$ cat src/rtl/seg_scan_if.sv
// seg_scan_if: bundles the digit/mode inputs and display outputs of seg_scan_driver.
//   minutes_1, minutes_0, seconds_1, seconds_0 : BCD digits from the upstream counter
//   adj, sel                                    : adjust mode / pair select (0 min, 1 sec)
//   an[3:0], seg[6:0] {g..a}, dp                : active-low display drive
// Modports: master = digit source (drives inputs), slave = display driver.
interface seg_scan_if;
    logic [3:0] minutes_1;
    logic [3:0] minutes_0;
    logic [3:0] seconds_1;
    logic [3:0] seconds_0;
    logic       adj;
    logic       sel;
    logic [3:0] an;
    logic [6:0] seg;
    logic       dp;

    modport master (
        output minutes_1, minutes_0, seconds_1, seconds_0, adj, sel,
        input  an, seg, dp
    );

    modport slave (
        input  minutes_1, minutes_0, seconds_1, seconds_0, adj, sel,
        output an, seg, dp
    );
endinterface

$ cat src/rtl/seg_scan_driver.sv
// seg_scan_driver: time-multiplexed 4-digit 7-segment driver with tear-free frames
// and blink of the selected digit pair in adjust mode.
// Ports:
//   clk  - system clock, rising edge
//   rst  - asynchronous active-high reset
//   bus  - seg_scan_if.slave: digit inputs, adj/sel, registered an/seg/dp outputs
// Parameters: REFRESH_DIV (clk cycles per digit slot, >= 2),
//             BLINK_DIV (clk cycles per blink-phase toggle, >= 2).
// Build option: define LEADING_ZERO_BLANK_EN to blank a zero tens-of-minutes digit.
module seg_scan_driver #(
    parameter int unsigned REFRESH_DIV = 100000,
    parameter int unsigned BLINK_DIV   = 25000000
) (
    input logic        clk,
    input logic        rst,
    seg_scan_if.slave  bus
);
    localparam int unsigned RW = (REFRESH_DIV > 2) ? $clog2(REFRESH_DIV) : 1;
    localparam int unsigned BW = (BLINK_DIV > 2) ? $clog2(BLINK_DIV) : 1;

    logic [RW-1:0] refresh_q;
    logic [BW-1:0] blink_q;
    logic          phase_q;
    logic [1:0]    index_q;
    logic [15:0]   shadow_q;   // {m1, m0, s1, s0}
    logic [3:0]    an_q;
    logic [6:0]    seg_q;
    logic          dp_q;

    logic          tick;
    logic          blink_end;
    logic [1:0]    index_d;
    logic [3:0]    digit;
    logic          in_pair;
    logic          lz_blank;
    logic [6:0]    seg_d;

    function automatic logic [6:0] decode(input logic [3:0] d);
        logic [6:0] s;
        case (d)
            4'd0:    s = 7'b1000000;
            4'd1:    s = 7'b1111001;
            4'd2:    s = 7'b0100100;
            4'd3:    s = 7'b0110000;
            4'd4:    s = 7'b0011001;
            4'd5:    s = 7'b0010010;
            4'd6:    s = 7'b0000010;
            4'd7:    s = 7'b1111000;
            4'd8:    s = 7'b0000000;
            4'd9:    s = 7'b0010000;
            default: s = 7'b1111111;
        endcase
        return s;
    endfunction

    always_comb begin
        tick      = (refresh_q == RW'(REFRESH_DIV - 1));
        blink_end = (blink_q == BW'(BLINK_DIV - 1));
        index_d   = index_q + 2'd1;
        // Slot 0 opens a new frame, so it shows the live value being captured;
        // the remaining slots read the frame snapshot.
        if (index_d == 2'd0) begin
            digit = bus.seconds_0;
        end else begin
            digit = shadow_q[{index_d, 2'b00} +: 4];
        end
        // Slots 3,2 are the minutes pair, 1,0 the seconds pair.
        in_pair = (index_d[1] != bus.sel);
`ifdef LEADING_ZERO_BLANK_EN
        lz_blank = (index_d == 2'd3) && (digit == 4'd0);
`else
        lz_blank = 1'b0;
`endif
        if ((bus.adj && phase_q && in_pair) || lz_blank) begin
            seg_d = 7'b1111111;
        end else begin
            seg_d = decode(digit);
        end
    end

    always_ff @(posedge clk or posedge rst) begin
        if (rst) begin
            refresh_q <= '0;
            blink_q   <= '0;
            phase_q   <= 1'b0;
            index_q   <= 2'd3;
            shadow_q  <= '0;
            an_q      <= 4'b1111;
            seg_q     <= 7'b1111111;
            dp_q      <= 1'b1;
        end else begin
            refresh_q <= tick ? '0 : refresh_q + 1'b1;
            blink_q   <= blink_end ? '0 : blink_q + 1'b1;
            if (blink_end) begin
                phase_q <= ~phase_q;
            end
            if (tick) begin
                index_q <= index_d;
                if (index_d == 2'd0) begin
                    shadow_q <= {bus.minutes_1, bus.minutes_0, bus.seconds_1, bus.seconds_0};
                end
                an_q  <= ~(4'b0001 << index_d);
                seg_q <= seg_d;
                dp_q  <= (index_d != 2'd2);
            end
        end
    end

    assign bus.an  = an_q;
    assign bus.seg = seg_q;
    assign bus.dp  = dp_q;

endmodule

$ cat src/flat_wrapper.sv
// flat-port wrapper written by rule: the top's interface ports become plain ports
module seg_scan_driver_flat 
#(
    parameter int unsigned REFRESH_DIV = 100000,
    parameter int unsigned BLINK_DIV   = 25000000
)
  (clk, rst, bus_minutes_1, bus_minutes_0, bus_seconds_1, bus_seconds_0, bus_adj, bus_sel, bus_an, bus_seg, bus_dp);
  seg_scan_if bus_i ();
  input logic clk;
  input logic rst;
  input wire logic [$bits(bus_i.minutes_1)-1:0] bus_minutes_1;
  input wire logic [$bits(bus_i.minutes_0)-1:0] bus_minutes_0;
  input wire logic [$bits(bus_i.seconds_1)-1:0] bus_seconds_1;
  input wire logic [$bits(bus_i.seconds_0)-1:0] bus_seconds_0;
  input wire logic [$bits(bus_i.adj)-1:0] bus_adj;
  input wire logic [$bits(bus_i.sel)-1:0] bus_sel;
  output wire logic [$bits(bus_i.an)-1:0] bus_an;
  output wire logic [$bits(bus_i.seg)-1:0] bus_seg;
  output wire logic [$bits(bus_i.dp)-1:0] bus_dp;
  assign bus_i.minutes_1 = bus_minutes_1;
  assign bus_i.minutes_0 = bus_minutes_0;
  assign bus_i.seconds_1 = bus_seconds_1;
  assign bus_i.seconds_0 = bus_seconds_0;
  assign bus_i.adj = bus_adj;
  assign bus_i.sel = bus_sel;
  assign bus_an = bus_i.an;
  assign bus_seg = bus_i.seg;
  assign bus_dp = bus_i.dp;
  seg_scan_driver #(.REFRESH_DIV(REFRESH_DIV), .BLINK_DIV(BLINK_DIV)) u_core (.clk(clk), .rst(rst), .bus(bus_i));
endmodule
$ cat config.mk
export PLATFORM = sky130hd
export DESIGN_NAME = seg_scan_driver_flat
export DESIGN_NICKNAME = d
export VERILOG_FILES = /design/src/rtl/seg_scan_if.sv /design/src/rtl/seg_scan_driver.sv /design/src/flat_wrapper.sv
export SDC_FILE = /design/constraint.sdc
export NUM_CORES = 1
export LEC_CHECK = 0
export BUFFER_PORTS_ARGS = -buffer_cell sky130_fd_sc_hd__buf_2
export CELL_PAD_IN_SITES_DETAIL_PLACEMENT = 0
export CELL_PAD_IN_SITES_GLOBAL_PLACEMENT = 1
export CORE_MARGIN = 2
export CORE_UTILIZATION = 47
export DETAILED_ROUTE_END_ITERATION = 8
export PLACE_DENSITY = 0.87
export SYNTH_ARGS = -nofsm -noshare
export SYNTH_HDL_FRONTEND = slang
export SYNTH_SLANG_ARGS = --single-unit
$ cat constraint.sdc
create_clock -name clk -period 3.1 [get_ports clk]
set_input_delay 0.155 -clock clk [delete_from_list [all_inputs] [get_ports clk]]
set_output_delay 0.155 -clock clk [all_outputs]
set_load 0.005 [all_outputs]
## Yosys cells after proc, flatten, opt, wreduce, memory -nomap -nowiden

Memories as Yosys holds them, arrays and structs flattened.
Cells that the tools add are included.

- $add $sub $neg: 3
- Bitwise logic cells: 2
- Shift operators: 2
- Eq/ne operators: 4
- Reduce and logical (&&, ||, !) cells: 4
- Muxes and demuxes: 4

Operators with widths:

| cell | count |
|---|---|
| $add 25x1->25 const B | 1 |
| $eq 25x25->1 const B | 1 |
| $mux 25 | 1 |
| $add 17x1->17 const B | 1 |
| $eq 17x17->1 const B | 1 |
| $mux 17 | 1 |
| $shiftx 16x5->4 | 1 |
| $mux 7 | 1 |
| $mux 4 | 1 |
| $not 4->4 | 1 |
| $shl 1x2->4 const A | 1 |
| $add 2x1->2 const B | 1 |
| $logic_and 1x1->1 | 2 |
| $logic_not 2->1 | 1 |
| $ne 2x2->1 const B | 1 |
| $reduce_and 2->1 | 1 |
| $ne 1x1->1 | 1 |
| $not 1->1 | 1 |

- ROM bits: 112
- Memories: 1
- Word-level logic and storage cells: 28
- Register bits after elaboration: 73
- Input bits: 20
- Output and inout port bits: 12

Memory list:

| memory | depth | bits a word | read ports | clocked after Yosys merged registers in | wr ports | RTL line | source |
|---|---|---|---|---|---|---|---|
| (name not given) | 16 | 7 | 1 | 0 | 0 | seg_scan_driver.sv:40 | `case (d)` |

## Logic depth before layout (Yosys ltp)

Gate-level depths: netlist of run 1.
An unclocked memory read counts as a cell.

- Depth after elaboration: 5
- Depth in mapped cells: 11

## Least setup slack after synthesis of run 1

No wires, ideal clock.

- Path type: register to register
- From: register u_core.index_q[0]
- To: register u_core.seg_q[3], in the netlist u_core.bus.seg[3]
- Setup time: 0.080 ns
- Clock period less this slack: 2.605 ns
- Stages on the path, launching flop included: 12
- Arrival: 2.524 ns
- Path slack: 0.495 ns
- Required time: 3.020 ns
- Cells stage by stage: dfstp_2 -> buf_2 -> inv_1 -> ha_1 -> nor2b_1 -> a22oi_1 -> o21a_1 -> inv_1 -> ha_1 -> nand2b_1 -> nand3_1 -> o221a_2

- Word-level cells in the longest chain between the ends: 5
- Elaborated cells on any way between the ends: 8
- Those cells by class: add/sub (1); eq/ne (1); shift (1); mux (2); reduce/logical (2); memory (1)

Ends and longest elaborated chain:

| item | RTL line | source |
|---|---|---|
| from (decl) | seg_scan_driver.sv:24 | `logic [1:0] index_q;` |
| from (signal assigned) | seg_scan_driver.sv:98 | `index_q <= index_d;` |
| $add 2x1->2 * | seg_scan_driver.sv:59 | `index_d = index_q + 2'd1;` |
| via u_core.index_d[0] | seg_scan_driver.sv:32 | `logic [1:0] index_d;` |
| $shiftx 16x5->4 or $logic_not 2->1 (tied branches) | seg_scan_driver.sv:65, seg_scan_driver.sv:62 |  |
| $mux 4 * | seg_scan_driver.sv:62 | `if (index_d == 2'd0) begin` |
| $mem_v2 16x7 * | - |  |
| $mux 7 * | seg_scan_driver.sv:74 | `if ((bus.adj && phase_q && in_pair) \|\| lz_blank) begin` |
| to (signal assigned) | seg_scan_driver.sv:103 | `seg_q <= seg_d;` |
| to (decl) | seg_scan_driver.sv:27 | `logic [6:0] seg_q;` |

The timed path passes the listed nets; every way through them passes the cells marked *.
A chain may end at the register's enable or synchronous reset.

## Worst setup path in the final report of run 1

Ends and elaborated chain as after synthesis.

==> flow_summary.toml, run 1 <==
[clock_tree]
clk_latency_ps = 340
clock-sinks = 72
clockBufferDepth = 2
cts_buffers = 9
cts_setup_buffers = 0
clkTransAtPathRegs_ps = 80
cts-htree-levels = 3
cts_tree = "built"
cts_root_buf = "clkbuf_8"

[global_route]
grt_overflow = 0
grt_pass1_vias = 2439
grt_usage_pct = 16.7
antenna_found_initial = 0
grt_pass1_wl_um = 11100
grt_max_degree = 30

[power_and_ir_drop]
p_int_uw = 1440
peakVddDrop_v = 0.000205
p_seq_share_pct = 52.3
netSwitchingPower_uw = 390
clockPowerShare_pct = 43.9
p_sw_share_pct = 21.3
pwr-share-comb_pct = 3.8
total_power_uw = 1830
power_leakage_uw = 0.00180
powerDensity_nw_per_um2 = 457

[timing]
hold_violations = 0
worst_slew_pin_slew_ps = 907
fin_crit_sh_pct = 90.5
fin_skew_ps = 15.4
max_slew_margin_pct = 38.9
max_freq_mhz = 356
whs_ps = 22.4
setup_violations = 0
grt_setup_unrepaired = "no"
setup_tns_ps = 0
slew_violations = 0
fin_crit_ps = 2810

[min_path]
hold_path_class = "primary input to flip-flop"

[floorplan]
die_w_um = 90.2
dieArea_um2 = 8140
rows = 31
die_h_um = 90.2
initial_utilization_pct = 48.4
num_io_pins = 32
core_um2 = 7210

[cells_and_area]
multi_input_area_um2 = 1580
layout.nets = 386
regArea_um2 = 1820
num_antenna_cells = 0
final_layout_size_suffix_gt1_share_pct = 24.2
fillers = 680
area.growth.synth_to_final_pct = 14.7
final_design_area_no_fill_um2 = 4010

[routing]
drtAntennaViolNets = 0
wl_per_cell_um = 13.9
drc_errors = 0
vias = 2384
routed_wl_um = 6400
drt_pre_antenna_iters = 4
wl_met1_um = 2980
highest_layer = "met4"
routed-wl-met3_um = 177
viasPerCell = 5.19
dr.first_iter.drc_count = 127
wl_met2_um = 3190

[setup_path]
startpoint_type = "flip-flop"
crit_path_end_kind = "flip-flop"
critPathMaxFanout = 11
required_ps = 3360
critPathKind = "flip-flop to flip-flop"
arrival_ps = 3070

[yosys]
yosys.area_share.xor_xnor_pct = 9.78
synthAdderAreaFrac_pct = 3.94
yosysUniqueCellTypes = 42
synth_compound_area_share_pct = 6.02
syn_inst = 314
syn_area_um2 = 3490
synth_fp_nets = 345
avgSynthCellArea_um2 = 11.1
ys_ff_latch = 72
synth-simple-area-share_pct = 17.7
yosys_warnings = 0
synth_top_family_by_area = "simple AND/OR/NAND/NOR gates"
synthMuxAreaShare_pct = 7.74
ys_seq_area_share_pct = 52.1

[placement]
place_congestion = 0.784
port_buffers = 31
placed_area_um2 = 3780
dp_hpwl_um = 4610

[job]
maxCapViolations = 0

[status]
status = "complete, no violations"
## flip-flops by register name, indices dropped and copies added (netlist names)
signal and flops:
u_core.refresh_q 17, u_core.phase_q 1, u_core.bus.an 4, u_core.shadow_q 16, u_core.bus.seg 7, u_core.index_q 2, u_core.blink_q 25
## critical path: stages, from the launching register on
cell and delay, ps:
dfstp_2 710, inv_1 140, ha_1 370, nor2b_1 190, a22oi_1 180, o21a_1 260
inv_1 110, ha_1 300, nand2b_1 110, nand3_1 80, o221a_2 270
## per-layer routing
metal  track usage [%]  up-vias
li1                  -     1174
met1              20.8     1179
met2              29.5       26
met3              3.86        5
met4              3.85        0
met5                 0        -
## per-stage QoR
step           setup WS, ps  cells  util [%]
2_1_floorplan           495    314         -
3_3_place_gp            405    442      52.4
5_1_grt                86.7    459      55.5
3_5_place_dp            326    442      52.4
6_report                293    459      55.5
4_1_cts                 291    459      55.5
## cell type report
type	count	area share, %
clock buffer	12	3.37
clock inverter	4	1.94
inverter	15	1.41
multi-input combinational	218	39.4
sequential	72	45.4
tap	99	3.09
timing repair buffer	39	5.44
## cells in the final DEF (no fill, tap or decap), types with 7 or more instances in the layout
master / netlist / layout
buf_2: 3 / 31
nand2_1: 16 / 16
xor2_1: 12 / 12
nand3_1: 15 / 15
nor2_1: 33 / 33
mux2i_1: 9 / 9
dfrtp_1: 59 / 59
clkbuf_8: 0 / 9
buf_4: 1 / 7
inv_1: 15 / 14
mux2_2: 13 / 13
nor3_1: 11 / 11
ha_1: 11 / 11
xnor2_1: 27 / 27
nand4_1: 9 / 9
dfstp_2: 13 / 13
## cell families after synthesis
family          after synthesis
buf+inv                      24
fa+ha+maj                    11
xor+xnor                     39
flops                        72
mux                          25
compound gates               28
simple gates                115
## power groups by stage
stage	clock [uW]	sequential, uW	combinational (uW)
3_3_place_gp	0	973	67.6
6_report	803	956	68.9
2_1_floorplan	0	971	42.3
3_5_place_dp	0	974	70.0
5_1_grt	863	957	78.2
4_1_cts	821	956	71.2
## Yosys cell counts
cell | count | area [um^2]
or4_4 | 1 | 11.3
a21o_1 | 1 | 7.51
o21a_1 | 3 | 22.5
a221oi_1 | 1 | 8.76
o21bai_1 | 1 | 7.51
mux2_2 | 13 | 146
nor4b_1 | 1 | 8.76
xnor2_1 | 27 | 236
nand4bb_1 | 2 | 22.5
o21ai_0 | 5 | 25.0
nand4_1 | 9 | 56.3
nor2b_1 | 4 | 25.0
o211a_1 | 1 | 10.0
nand2_1 | 16 | 60.1
clkbuf_1 | 5 | 18.8
or4b_1 | 1 | 10.0
nor2_1 | 33 | 124
xor2_1 | 12 | 105
nand2_2 | 2 | 12.5
buf_4 | 1 | 7.51
dfrtp_1 | 59 | 1480
a21oi_1 | 4 | 20.0
buf_2 | 3 | 15.0
nor3_1 | 11 | 55.1
dfstp_2 | 13 | 342
o2111ai_1 | 1 | 8.76
nand2b_1 | 3 | 18.8
o221a_2 | 4 | 45.0
o32a_1 | 1 | 10.0
mux2_1 | 3 | 33.8
or3_1 | 2 | 12.5
nor3b_2 | 1 | 12.5
a22oi_1 | 3 | 22.5
o211ai_1 | 3 | 22.5
and3_1 | 6 | 37.5
nand3_1 | 15 | 75.1
ha_1 | 11 | 138
nor4_1 | 3 | 18.8
mux2i_1 | 9 | 90.1
inv_1 | 15 | 56.3
and4_1 | 4 | 35.0
nor4_4 | 1 | 21.3
## timing repair
| item | in CTS | in global routing |
|---|---|---|
| resized for setup | 0 | 0 |
| hold buffers | 1 | 0 |
| endpoints found under the hold margin | 17 | 0 |
## final timing paths
path,from,endpoint,slack (ps),cells past startpoint
max in group asynchronous,rst,u_core.bus.seg[5],2000,4
min,bus_minutes_0[3],u_core.shadow_q[11],20,2
max,u_core.index_q[0],u_core.bus.seg[3],290,10
max reg2reg,u_core.index_q[0],u_core.bus.seg[3],290,10
min in group asynchronous,rst,u_core.blink_q[11],350,3
min reg2reg,u_core.bus.an[3],u_core.bus.an[3],470,2
Power figures use the tool's default switching activity.
==> run 2: changes to the inputs <==
--- a/config.mk
+++ b/config.mk
@@ -8,10 +8,10 @@
 export BUFFER_PORTS_ARGS = -buffer_cell sky130_fd_sc_hd__buf_2
 export CELL_PAD_IN_SITES_DETAIL_PLACEMENT = 0
 export CELL_PAD_IN_SITES_GLOBAL_PLACEMENT = 1
-export CORE_MARGIN = 2
-export CORE_UTILIZATION = 47
+export CORE_MARGIN = 3
+export CORE_UTILIZATION = 35
 export DETAILED_ROUTE_END_ITERATION = 8
-export PLACE_DENSITY = 0.87
+export PLACE_DENSITY = 0.7
 export SYNTH_ARGS = -nofsm -noshare
 export SYNTH_HDL_FRONTEND = slang
 export SYNTH_SLANG_ARGS = --single-unit
==> flow_summary.toml, run 2 (synthesis gave the netlist of run 1 again) <==
[cells_and_area]
area.growth.synth_to_final_pct = 16.6
final_layout_size_suffix_gt1_share_pct = 24.6
top_regs = "u_core.blink_q (25), u_core.refresh_q (17), u_core.shadow_q (16)"
layout_common_cells = "59 x dfrtp_1, 33 x nor2_1, 31 x buf_2"
fin_util_pct = 43.0
num_antenna_cells = 0
final_common_cell = "dfrtp_1"
largest_reg_flops = 25
layout.nets = 388
regMostFlops = "u_core.blink_q"

[min_path]
hold_depth = 2
min-delay-start = "bus_seconds_1[1]"
hold_path_class = "primary input to flip-flop"
hold_end = "u_core.shadow_q[5]"

[timing]
fin_crit_sh_pct = 82.1
setup_tns_ps = 0
setup_violations = 0
max_slew_margin_pct = 35.5
fin_skew_ps = 5.00
worst_slew_pin_slew_ps = 957
slew_violations = 0
grt_setup_unrepaired = "no"
max_freq_mhz = 393
worst_slack_ps = 555
whs_ps = 28.3
hold_violations = 0
fin_crit_ps = 2540

[setup_path]
arrival_ps = 2820
crit_path_end_kind = "flip-flop"
startpoint_type = "flip-flop"
r2r-start = "u_core.index_q[0]"
reg2reg_to = "u_core.bus.seg[3]"
max_stage_delay_ps = 530
required_ps = 3370
critPathKind = "flip-flop to flip-flop"
critPathMaxFanout = 6
rrSetupSlack_ps = 560
rr_worst_depth = 10
crit_path_top_delay_cell = "dfstp_2"
crit_chain = "inv_1, ha_1, nor2b_1, a22oi_1, o21a_1, inv_1, ha_1, nand2b_1, nand3_1, o221a_2"

[placement]
place_congestion = 0.742
port_buffers = 31
dp_hpwl_um = 4510
post-place-ws_ps = 574

[floorplan]
die_h_um = 106
core_um2 = 9460
initial_utilization_pct = 36.9
die_w_um = 106
dieArea_um2 = 11200
num_io_pins = 32
rows = 35

[global_route]
grt_max_degree = 47
grt_usage_pct = 12.7
grt_pass1_vias = 2412
antenna_found_initial = 0
grt_pass1_wl_um = 11400
grt_overflow = 0

[job]
maxCapViolations = 0

[clock_tree]
clock-sinks = 72
cts_setup_buffers = 0
clkTransAtPathRegs_ps = 70
cts_buffers = 9
cts_root_buf = "clkbuf_8"
clockBufferDepth = 2
cts_tree = "built"
cts-htree-levels = 3
clk_latency_ps = 340

[routing]
viasPerCell = 4.76
drtAntennaViolNets = 0
drc_errors = 0
dr.first_iter.drc_count = 124
drt_pre_antenna_iters = 4
vias = 2338
wl_per_cell_um = 13.0
routed_wl_um = 6370

[power_and_ir_drop]
powerDensity_nw_per_um2 = 452
total_power_uw = 1840
power_leakage_uw = 0.00180
peakVddDrop_v = 0.000306

[status]
status = "complete, no violations"
==> run 2: cell count changes in the layout (fill, tap and decap cells not counted) <==
cell           delta
clkinv_4          -1
dlygate4sd3_1     +2
clkinvlp_4        +2
inv_6             -1
clkbuf_8          +1
clkinv_2          +1
clkbuf_1          -2
==> run 2: layer usage <==
metal | track usage (%) | routed length (um) | up-vias
li1 | - | - | 1173
met1 | 16.6 | 3080 | 1129
met2 | 19.6 | 2990 | 31
met3 | 4.78 | 243 | 5
met4 | 3.61 | 55 | 0
met5 | 0 | 0 | -
==> run 2: worst max-delay path by stage <==
stage	from	to	depth (start not counted)
5_1_grt	u_core.index_q[0]	u_core.bus.seg[0]	9
6_report	u_core.index_q[0]	u_core.bus.seg[3]	10
3_3_place_gp	u_core.index_q[0]	u_core.bus.seg[2]	7
2_1_floorplan	u_core.index_q[0]	u_core.bus.seg[3]	11
4_1_cts	u_core.index_q[0]	u_core.bus.seg[3]	10
3_5_place_dp	u_core.index_q[0]	u_core.bus.seg[3]	10
==> run 2: report_power, final <==
part | total, uW | leakage (uW) | internal [uW] | switching (uW)
clock | 814 | 0.000106 | 474 | 340
combinational | 70.2 | 0.000806 | 30.4 | 39.8
sequential | 956 | 0.000893 | 950 | 5.64
total | 1840 | 0.00180 | 1450 | 386
==> run 2: final cells by class <==
| type | instances | area (um^2) |
|---|---|---|
| Fill cell | 950 | 5390 |
| Sequential cell | 72 | 1820 |
| Multi-Input combinational cell | 218 | 1580 |
| Timing Repair Buffer | 41 | 238 |
| Tap cell | 129 | 161 |
| Clock buffer | 11 | 141 |
| Clock inverter | 5 | 80.1 |
| Inverter | 15 | 56.3 |
==> run 2: what timing repair did <==
item	in CTS	in global routing
resized for setup	0	0
hold buffers	3	0
hold endpoints to repair	61	0
setup endpoints to repair	0	0
==> run 2: worst max-delay path: cells and delay by family (launching register included) <==
kind,cells,cell delay (ps)
AO/OA/AOI/OAI,3,750
AND/OR/NAND/NOR,3,370
flip-flops,1,530
adder cells (fa/ha/maj),2,660
buffers and inverters,2,190
==> run 2: through the flow <==
stage               area (um^2)  cells
floorplan                  3490    314
global placement           3820    472
detailed placement         3820    472
CTS                        4070    491
global route               4070    491
finish                     4070    491
==> run 3: changes to the inputs <==
==> constraint.sdc (replaced) <==
create_clock -name clk -period 2.6 [get_ports clk]
set_input_delay 0.13 -clock clk [delete_from_list [all_inputs] [get_ports clk]]
set_output_delay 0.13 -clock clk [all_outputs]
set_load 0.005 [all_outputs]
==> flow_summary.toml, run 3 (synthesis gave the netlist of run 1 again) <==
[clock_tree]
cts-htree-levels = 3
cts_setup_buffers = 0
cts_buffers = 9
clk_latency_ps = 350
clockBufferDepth = 2
cts_tree = "built"
clock-sinks = 72
cts_root_buf = "clkbuf_8"
clkTransAtPathRegs_ps = 70

[min_path]
min-delay-start = "bus_seconds_1[2]"
hold_path_class = "primary input to flip-flop"

[placement]
dp.cells = 474
place_congestion = 0.769
dp_hpwl_um = 4600
port_buffers = 31

[timing]
worst_slew_pin_slew_ps = 721
fin_skew_ps = 10.5
grt_setup_unrepaired = "no"
max_slew_margin_pct = 51.9
fin_crit_ps = 2380
hold_violations = 0
max_freq_mhz = 420
setup_tns_ps = 0
setup_violations = 0
fin_crit_sh_pct = 91.5
whs_ps = 20.3
slew_violations = 0

[floorplan]
num_io_pins = 32
die_h_um = 106
initial_utilization_pct = 36.9
dieArea_um2 = 11200
die_w_um = 106
core_um2 = 9460
rows = 35

[setup_path]
cp_num_buf_inv = 2
crit_path_top_delay_cell = "dfstp_2"
critPathMaxFanout = 6
startpoint_type = "flip-flop"
cp.depth = 10
crit_chain = "inv_1, ha_1, nor2b_1, a22oi_1, o21a_2, inv_1, ha_1, nand2b_1, nand3_1, o221a_2"
critPathKind = "flip-flop to flip-flop"
cp-endpoint = "u_core.bus.seg[3]"
r2r-start = "u_core.index_q[0]"
reg2reg_to = "u_core.bus.seg[3]"
arrival_ps = 2660
rr_worst_depth = 10
crit_family = "adder cells"
crit_path_end_kind = "flip-flop"
worstSetupStartpoint = "u_core.index_q[0]"
rrSetupSlack_ps = 220
max_stage_delay_ps = 530
required_ps = 2880

[routing]
highest_layer = "met4"
dr.first_iter.drc_count = 95
wl_per_cell_um = 13.1
routed-wl-met3_um = 236
drt_pre_antenna_iters = 4
vias = 2403
routed_wl_um = 6560
viasPerCell = 4.80
wl_met1_um = 3240
drtAntennaViolNets = 0
wl_met2_um = 2960
drc_errors = 0

[cells_and_area]
area.growth.synth_to_final_pct = 19.8
final_layout_size_suffix_gt1_share_pct = 25.0
layout.nets = 398
fillers = 917
fin_cells = 501
multi_input_area_um2 = 1580
regArea_um2 = 1820
num_antenna_cells = 0
largest_reg_flops = 25
final_common_cell = "dfrtp_1"
layout_common_cells = "59 x dfrtp_1, 33 x nor2_1, 31 x buf_2"
top_regs = "u_core.blink_q (25), u_core.refresh_q (17), u_core.shadow_q (16)"
regMostFlops = "u_core.blink_q"

[power_and_ir_drop]
pwr-share-comb_pct = 4.3
p_int_uw = 1750
p_seq_share_pct = 51.4
peakVddDrop_v = 0.000314
power_leakage_uw = 0.00186
powerDensity_nw_per_um2 = 529
p_sw_share_pct = 21.2
netSwitchingPower_uw = 469
clockPowerShare_pct = 44.2

[job]
maxCapViolations = 0

[global_route]
grt_usage_pct = 12.7
antenna_found_initial = 0
grt_overflow = 0
grt_max_degree = 41
grt_pass1_vias = 2475
grt_pass1_wl_um = 11500

[status]
status = "complete, no violations"
[run 3: area by class of cell]
type	instances	share of cell area [%]
sequential	72	43.4
multi-input combinational	218	37.8
timing repair buffer	51	8.25
tap	129	3.86
clock buffer	11	3.38
clock inverter	5	1.94
inverter	15	1.35
[run 3: per-stage QoR]
step | setup slack [ps] | cell area [um^2] | utilization [%] | power (uW)
2_1_floorplan | 70.8 | 3490 | - | 1210
3_5_place_dp | 144 | 3850 | 40.7 | 1250
6_report | 221 | 4190 | 44.2 | 2210
4_1_cts | 136 | 4180 | 44.2 | 2260
3_3_place_gp | 220 | 3850 | 40.7 | 1240
5_1_grt | 76.1 | 4190 | 44.2 | 2310
[run 3: what timing repair did]
action,CTS,global route
setup endpoints to repair,0,6
hold buffers,11,0
gates resized for setup,0,3
endpoints found under the hold margin,36,0
[run 3: how the worst min path moves through the flow]
stage / endpoint / depth (start not counted)
finish: u_core.shadow_q[6] / 2
global route: u_core.shadow_q[6] / 2
CTS: u_core.shadow_q[6] / 2
detailed placement: u_core.blink_q[14] / 2
global placement: u_core.blink_q[14] / 2
floorplan: u_core.shadow_q[11] / 1
[run 3: power groups by stage]
stage	sequential, uW	combinational, uW	clock, uW
after floorplan	1160	50.5	0
after global placement	1160	84.4	0
after detailed placement	1160	86.0	0
after CTS	1140	98.6	1030
after global routing	1140	110	1060
final	1140	96.3	979
[run 3: layer usage]
metal  vias to the layer above  GRT usage [%]
met5                         -              0
met4                         0           5.18
met3                        15           3.98
met2                        31           20.0
met1                      1155           16.3
li1                       1202              -
